==> config.mk <==
export PLATFORM = sky130hd
export DESIGN_NAME = codon_counter_array_flat
export DESIGN_NICKNAME = d
export VERILOG_FILES = /design/src/rtl/codon_counter_array_if.sv /design/src/rtl/codon_counter_array.sv /design/src/flat_wrapper.sv
export SDC_FILE = /design/constraint.sdc
export NUM_CORES = 1
export LEC_CHECK = 0
export ABC_CLOCK_PERIOD_IN_PS = 4350
export BUFFER_PORTS_ARGS = -buffer_cell sky130_fd_sc_hd__buf_4
export CORE_ASPECT_RATIO = 1.5
export CORE_MARGIN = 2
export CORE_UTILIZATION = 40
export CTS_CLUSTER_DIAMETER = 40
export DETAILED_ROUTE_END_ITERATION = 16
export HOLD_SLACK_MARGIN = 0.02
export RECOVER_POWER = 50
export SYNTH_ARGS = -nofsm -noshare
export SYNTH_HDL_FRONTEND = slang
export SYNTH_SLANG_ARGS = --single-unit
==> constraint.sdc <==
create_clock -name clk -period 4.35 [get_ports clk]
set_input_delay 0 -clock clk [delete_from_list [all_inputs] [get_ports clk]]
set_output_delay 0 -clock clk [all_outputs]
set_load 0.02 [all_outputs]
==> src/rtl/codon_counter_array_if.sv <==
// Bus bundle for codon_counter_array: base stream, table config, readout and status.
// Optional stop_hit is present only when CODON_STOP_EN is defined.
interface codon_counter_array_if #(
    parameter int IDX_W = 3,
    parameter int CNT_W = 4,
    parameter int LEN_W = 8
);
    logic             start;
    logic             mode;
    logic [LEN_W-1:0] gene_len;
    // A base transfers on a rising clock edge where base_valid && base_ready;
    // base must be stable while base_valid is high and base_ready is low.
    logic             base_valid;
    logic [1:0]       base;
    logic             base_ready;
    logic             cfg_we;
    logic [IDX_W-1:0] cfg_idx;
    logic [5:0]       cfg_codon;
    logic [IDX_W-1:0] sel;
    logic [CNT_W-1:0] sel_count;
    logic [CNT_W-1:0] total_codons;
    logic             busy;
    logic             done;
    logic [1:0]       state_dbg;
`ifdef CODON_STOP_EN
    logic             stop_hit;
`endif

    modport master (
`ifdef CODON_STOP_EN
        input  stop_hit,
`endif
        output start, mode, gene_len, base_valid, base, cfg_we, cfg_idx, cfg_codon, sel,
        input  base_ready, sel_count, total_codons, busy, done, state_dbg
    );

    modport slave (
`ifdef CODON_STOP_EN
        output stop_hit,
`endif
        input  start, mode, gene_len, base_valid, base, cfg_we, cfg_idx, cfg_codon, sel,
        output base_ready, sel_count, total_codons, busy, done, state_dbg
    );
endinterface

==> src/rtl/codon_counter_array.sv <==
// Nucleotide stream codon matcher with a loadable table of NUM_CODONS targets.
// Define CODON_STOP_EN to end a scan early on TAA/TAG/TGA and expose stop_hit.
module codon_counter_array #(
    parameter int NUM_CODONS = 6,
    parameter int IDX_W      = 3,
    parameter int CNT_W      = 4,
    parameter int LEN_W      = 8
) (
    input  logic                  clk,
    input  logic                  rst,
    codon_counter_array_if.slave  bus
);
    localparam logic [1:0] S_IDLE  = 2'd0;
    localparam logic [1:0] S_CLEAR = 2'd1;
    localparam logic [1:0] S_SCAN  = 2'd2;
    localparam logic [1:0] S_DONE  = 2'd3;

    logic [1:0]       state_q, state_d;
    logic             mode_q, mode_d;
    logic [LEN_W-1:0] len_q, len_d;
    logic [LEN_W-1:0] bcnt_q, bcnt_d;
    logic [1:0]       phase_q, phase_d;
    logic [5:0]       win_q, win_d;
    logic [CNT_W-1:0] total_q, total_d;
    logic [CNT_W-1:0] cnt_q [NUM_CODONS];
    logic [CNT_W-1:0] cnt_d [NUM_CODONS];
    logic [5:0]       tbl_q [NUM_CODONS];
    logic [5:0]       tbl_d [NUM_CODONS];
`ifdef CODON_STOP_EN
    logic             stop_hit_q, stop_hit_d;
    logic             is_stop;
`endif

    logic             accept;
    logic             formed;
    logic [5:0]       win_nxt;
    logic [LEN_W-1:0] bcnt_inc;
    logic [1:0]       phase_inc;

    // phase tracks the base counter mod 3 so frame alignment needs no divider
    assign accept    = (state_q == S_SCAN) && bus.base_valid;
    assign win_nxt   = {win_q[3:0], bus.base};
    assign bcnt_inc  = bcnt_q + LEN_W'(1);
    assign phase_inc = (phase_q == 2'd2) ? 2'd0 : phase_q + 2'd1;
    assign formed    = accept && (mode_q ? (bcnt_inc >= LEN_W'(3)) : (phase_inc == 2'd0));
`ifdef CODON_STOP_EN
    assign is_stop   = (win_nxt == 6'b110000) || (win_nxt == 6'b110010) || (win_nxt == 6'b111000);
`endif

    always_comb begin
        state_d = state_q;
        mode_d  = mode_q;
        len_d   = len_q;
        bcnt_d  = bcnt_q;
        phase_d = phase_q;
        win_d   = win_q;
        total_d = total_q;
        for (int i = 0; i < NUM_CODONS; i++) begin
            cnt_d[i] = cnt_q[i];
            tbl_d[i] = tbl_q[i];
        end
`ifdef CODON_STOP_EN
        stop_hit_d = stop_hit_q;
`endif
        case (state_q)
            S_IDLE: begin
                for (int i = 0; i < NUM_CODONS; i++) begin
                    if (bus.cfg_we && (bus.cfg_idx == IDX_W'(i))) tbl_d[i] = bus.cfg_codon;
                end
                if (bus.start) begin
                    mode_d  = bus.mode;
                    len_d   = bus.gene_len;
                    state_d = S_CLEAR;
                end
            end
            S_CLEAR: begin
                bcnt_d  = '0;
                phase_d = '0;
                win_d   = '0;
                total_d = '0;
                for (int i = 0; i < NUM_CODONS; i++) cnt_d[i] = '0;
`ifdef CODON_STOP_EN
                stop_hit_d = 1'b0;
`endif
                state_d = (len_q == '0) ? S_DONE : S_SCAN;
            end
            S_SCAN: begin
                if (accept) begin
                    win_d   = win_nxt;
                    bcnt_d  = bcnt_inc;
                    phase_d = phase_inc;
                    if (formed) begin
                        if (total_q != '1) total_d = total_q + CNT_W'(1);
                        for (int i = 0; i < NUM_CODONS; i++) begin
                            if ((win_nxt == tbl_q[i]) && (cnt_q[i] != '1)) cnt_d[i] = cnt_q[i] + CNT_W'(1);
                        end
                    end
                    if (bcnt_inc == len_q) state_d = S_DONE;
`ifdef CODON_STOP_EN
                    if (formed && is_stop) begin
                        stop_hit_d = 1'b1;
                        state_d    = S_DONE;
                    end
`endif
                end
            end
            S_DONE:  state_d = S_IDLE;
            default: state_d = S_IDLE;
        endcase
    end

    always_ff @(posedge clk or posedge rst) begin
        if (rst) begin
            state_q <= S_IDLE;
            mode_q  <= 1'b0;
            len_q   <= '0;
            bcnt_q  <= '0;
            phase_q <= '0;
            win_q   <= '0;
            total_q <= '0;
            for (int i = 0; i < NUM_CODONS; i++) begin
                cnt_q[i] <= '0;
                tbl_q[i] <= '0;
            end
`ifdef CODON_STOP_EN
            stop_hit_q <= 1'b0;
`endif
        end else begin
            state_q <= state_d;
            mode_q  <= mode_d;
            len_q   <= len_d;
            bcnt_q  <= bcnt_d;
            phase_q <= phase_d;
            win_q   <= win_d;
            total_q <= total_d;
            for (int i = 0; i < NUM_CODONS; i++) begin
                cnt_q[i] <= cnt_d[i];
                tbl_q[i] <= tbl_d[i];
            end
`ifdef CODON_STOP_EN
            stop_hit_q <= stop_hit_d;
`endif
        end
    end

    assign bus.base_ready   = (state_q == S_SCAN);
    assign bus.busy         = (state_q == S_CLEAR) || (state_q == S_SCAN);
    assign bus.done         = (state_q == S_DONE);
    assign bus.total_codons = total_q;
    assign bus.state_dbg    = state_q;
    assign bus.sel_count    = (int'(bus.sel) < NUM_CODONS) ? cnt_q[bus.sel] : '0;
`ifdef CODON_STOP_EN
    assign bus.stop_hit     = stop_hit_q;
`endif
endmodule

==> src/flat_wrapper.sv <==
// flat-port wrapper written by rule: the top's interface ports become plain ports
module codon_counter_array_flat 
#(
    parameter int NUM_CODONS = 6,
    parameter int IDX_W      = 3,
    parameter int CNT_W      = 4,
    parameter int LEN_W      = 8
)
  (clk, rst, bus_start, bus_mode, bus_gene_len, bus_base_valid, bus_base, bus_cfg_we, bus_cfg_idx, bus_cfg_codon, bus_sel, bus_base_ready, bus_sel_count, bus_total_codons, bus_busy, bus_done, bus_state_dbg);
  codon_counter_array_if #(.IDX_W(IDX_W), .CNT_W(CNT_W), .LEN_W(LEN_W)) bus_i ();
  input  logic clk;
  input  logic rst;
  input wire logic [$bits(bus_i.start)-1:0] bus_start;
  input wire logic [$bits(bus_i.mode)-1:0] bus_mode;
  input wire logic [$bits(bus_i.gene_len)-1:0] bus_gene_len;
  input wire logic [$bits(bus_i.base_valid)-1:0] bus_base_valid;
  input wire logic [$bits(bus_i.base)-1:0] bus_base;
  input wire logic [$bits(bus_i.cfg_we)-1:0] bus_cfg_we;
  input wire logic [$bits(bus_i.cfg_idx)-1:0] bus_cfg_idx;
  input wire logic [$bits(bus_i.cfg_codon)-1:0] bus_cfg_codon;
  input wire logic [$bits(bus_i.sel)-1:0] bus_sel;
  output wire logic [$bits(bus_i.base_ready)-1:0] bus_base_ready;
  output wire logic [$bits(bus_i.sel_count)-1:0] bus_sel_count;
  output wire logic [$bits(bus_i.total_codons)-1:0] bus_total_codons;
  output wire logic [$bits(bus_i.busy)-1:0] bus_busy;
  output wire logic [$bits(bus_i.done)-1:0] bus_done;
  output wire logic [$bits(bus_i.state_dbg)-1:0] bus_state_dbg;
  assign bus_i.start = bus_start;
  assign bus_i.mode = bus_mode;
  assign bus_i.gene_len = bus_gene_len;
  assign bus_i.base_valid = bus_base_valid;
  assign bus_i.base = bus_base;
  assign bus_i.cfg_we = bus_cfg_we;
  assign bus_i.cfg_idx = bus_cfg_idx;
  assign bus_i.cfg_codon = bus_cfg_codon;
  assign bus_i.sel = bus_sel;
  assign bus_base_ready = bus_i.base_ready;
  assign bus_sel_count = bus_i.sel_count;
  assign bus_total_codons = bus_i.total_codons;
  assign bus_busy = bus_i.busy;
  assign bus_done = bus_i.done;
  assign bus_state_dbg = bus_i.state_dbg;
  codon_counter_array #(.NUM_CODONS(NUM_CODONS), .IDX_W(IDX_W), .CNT_W(CNT_W), .LEN_W(LEN_W)) u_core (.clk(clk), .rst(rst), .bus(bus_i));
endmodule
==> metrics.txt <==
fin. max-slew vios=60; num ports=41; Worst Setup Start Kind=register; Critical R2R Launch=u_core.bus.state_dbg[0]; DP Wirelength=9070 um; Worst Tran Pin Value=2.69 ns; CTS root buffer=clkbuf_16; area delta synth->final=16.5%; Critical Path Sink Type=register; port bufs=40; slew margin rel.=-80.5%; H-tree depth=3; HP Class=primary input to register; failing checks=capacitance limit, slew limit; Highest Clock Rate=0.339 GHz; Leak=2.59 nW; GR Util All Layers=19.8%; worst reg-to-reg setup slack=1.40 ns; Rows=50; Post-Syn Area=0.00505 mm2; maximum VDD drop=0.204 mV; setup violators final=0; post-synth top area cell=dfrtp_1; clk_lat worst skew=0.35 ns; Post-synth EDFFs=0; first-pass GRT wire length=20500 um; final worst path period need=2.95 ns; CTS buffer count=9; DRC Markers=0; crit path capture=u_core.cnt_q[14]; layout cell share with drive strength beyond 1=21.0%; Async SR Flop Fraction=100%; top cells by area, synth=dfrtp_1 (44%), mux2_2 (10%), xor2_1 (5.7%); initial antenna violation count=0; CTS tree=built; setup TNS=0 ns; Hold Crit Depth=4; Worst setup startpoint=u_core.bus.state_dbg[0]; Mapped Cells=480; Ant. Diodes=0; # fillers=1166; unrepaired setup endpoints after global routing=false; CTS resizes=0; Final Util=47.5%; worst-case clock buffer depth=2; core area=0.0124 mm2; Antenna Nets Post-Route=0; Die Span X=95.8 um; most frequent cell after synthesis=dfrtp_1; WL per Instance=18.2 um; DRT Pass-1 Iters=4; Layout Nets=569; share of the synthesized area in the top cell type=44.1%; vias post-DR=3900; clk slew on worst S/H paths=0.07 ns; Layout Skew=0.00706 ns; Synth Warn #=0; synth cell count leaders=dfrtp_1 (89), nand2_1 (49), mux2_2 (47), xor2_1 (33), nor2_1 (22); Main synth FF type=dfrtp_1; final hold violations=0; Initial Utilization=40.8%; WP data arrival=3.19 ns; CTS Sinks=89; sequential cell area fraction in the yosys report=44.1%; area of the die=0.0136 mm2; Final period util=67.9%; Max FO, Critical Path=16; vias per cell=5.66; Avg Cell Area, Syn=10.5 um2; Reg-to-Reg End=u_core.cnt_q[14]; grt ovf=0; Req. time, crit path=4.59 ns; Synthesized Nets=521; post-synthesis register bit count=89; reg2reg path depth=9; DRT Wirelength=12600 um; Die H=142 um; max_cap viols=1; Cell variety after synth=57; largest net degree at the start of global routing=60; Power Density=560 mW/mm2; Final GP Congestion=0.835; number of global-route vias before repair=4005; status=finished with violations; critical path class=register to register; starting DRC count in detailed routing=231
-- cell families after synthesis --
kind of cell / share of synthesized area [%]
muxes: 15.6
buffers and inverters: 2.95
and+or+nand+nor: 15.0
DFF: 44.1
adders and majority gates: 3.22
xor gates and xnor gates: 8.32
AOI/OAI and AO/OA: 10.9
-- sequential cells by signal, summed over array words and instances (netlist names) --
name / cells
u_core.bus.state_dbg: 2
u_core.len_q: 8
u_core.win_q: 4
u_core.phase_q: 2
u_core.bus.total_codons: 4
u_core.tbl_q: 36
u_core.bcnt_q: 8
u_core.mode_q: 1
u_core.cnt_q: 24
-- cells in the final DEF, fill, tap and decap left out, types with 2 or more instances in the layout --
master          n
dfrtp_1        89
nand2_1        49
mux2_2         47
xor2_1         33
buf_4          29
nor2_1         22
o21ai_0        20
nand3_1        20
dlygate4sd3_1  18
mux2i_1        17
xnor2_1        15
a21oi_1        13
ha_1           13
clkbuf_1       12
inv_1          10
nand4_1        10
clkbuf_16       9
nand2b_1        8
nor3_1          7
nor4_1          6
a22o_1          6
and2_1          5
a31oi_1         5
nor2b_1         4
o31ai_1         4
a31o_2          4
a211oi_1        4
mux4_2          4
o22ai_1         4
o211ai_1        3
a311oi_1        3
or4_1           2
o21ai_1         2
nor3_2          2
or3_1           2
inv_6           2
clkinvlp_4      2
-- metrics by stage --
step | worst slack (ns) | instance area, um2 | total power [mW] | hold WS (ns) | cells
2_1_floorplan | 1.94 | 5050 | 2.18 | 0.151 | 480
3_3_place_gp | 1.56 | 5470 | 2.54 | 0.234 | 655
3_5_place_dp | 1.43 | 5470 | 2.57 | 0.236 | 655
4_1_cts | 1.44 | 5930 | 3.35 | 0.130 | 689
5_1_grt | 1.11 | 5890 | 3.50 | 0.178 | 689
6_report | 1.40 | 5890 | 3.30 | 0.143 | 689
-- how the worst min path moves through the flow --
stage | startpoint | end | slack, ns
final | bus_start | u_core.bus.state_dbg[1] | 0.14
after global routing | bus_cfg_idx[0] | u_core.tbl_q[20] | 0.18
after CTS | bus_start | u_core.bus.state_dbg[1] | 0.13
after detailed placement | bus_gene_len[6] | u_core.len_q[6] | 0.24
after global placement | bus_gene_len[6] | u_core.len_q[6] | 0.23
after floorplan | bus_cfg_codon[4] | u_core.tbl_q[10] | 0.15
-- worst max-delay path: stages, from the launching register on --
cell	delay [ns]
dfrtp_1	0.42
inv_1	0.18
ha_1	0.18
buf_4	0.23
nand2_1	0.32
nor2_1	0.62
nand3_1	0.15
a21oi_1	0.40
a21oi_1	0.13
a31o_2	0.22
-- final cells by class --
type / instances / area (um2) / area share [%]
clock inverter: 6 / 48.8 / 0.829
clock buffer: 10 / 239 / 4.06
multi-input combinational: 356 / 2680 / 45.5
sequential: 89 / 2230 / 37.8
timing repair buffer: 61 / 455 / 7.74
tap: 156 / 195 / 3.32
inverter: 11 / 42.5 / 0.723
-- where the power goes --
group	internal [mW]	switching, mW
logic	0.534	0.675
clock network	0.410	0.348
registers	1.06	0.269
-- repair_timing --
item,4_1_cts,5_1_grt
hold buffers,18,0
setup buffers,0,0
endpoints found under the setup margin,0,0
hold endpoints to repair,105,0
-- metal layers --
layer / vias to the layer above / part of all wire (%) / global-route usage, %
met1: 1941 / 40 / 23.2
met4: 0 / 4.3 / 10.8
met3: 30 / 3.5 / 2.71
met5: - / 0 / 0
met2: 100 / 52 / 34.2
li1: 1829 / - / -
No activity file was read; power rests on OpenSTA's default activity.
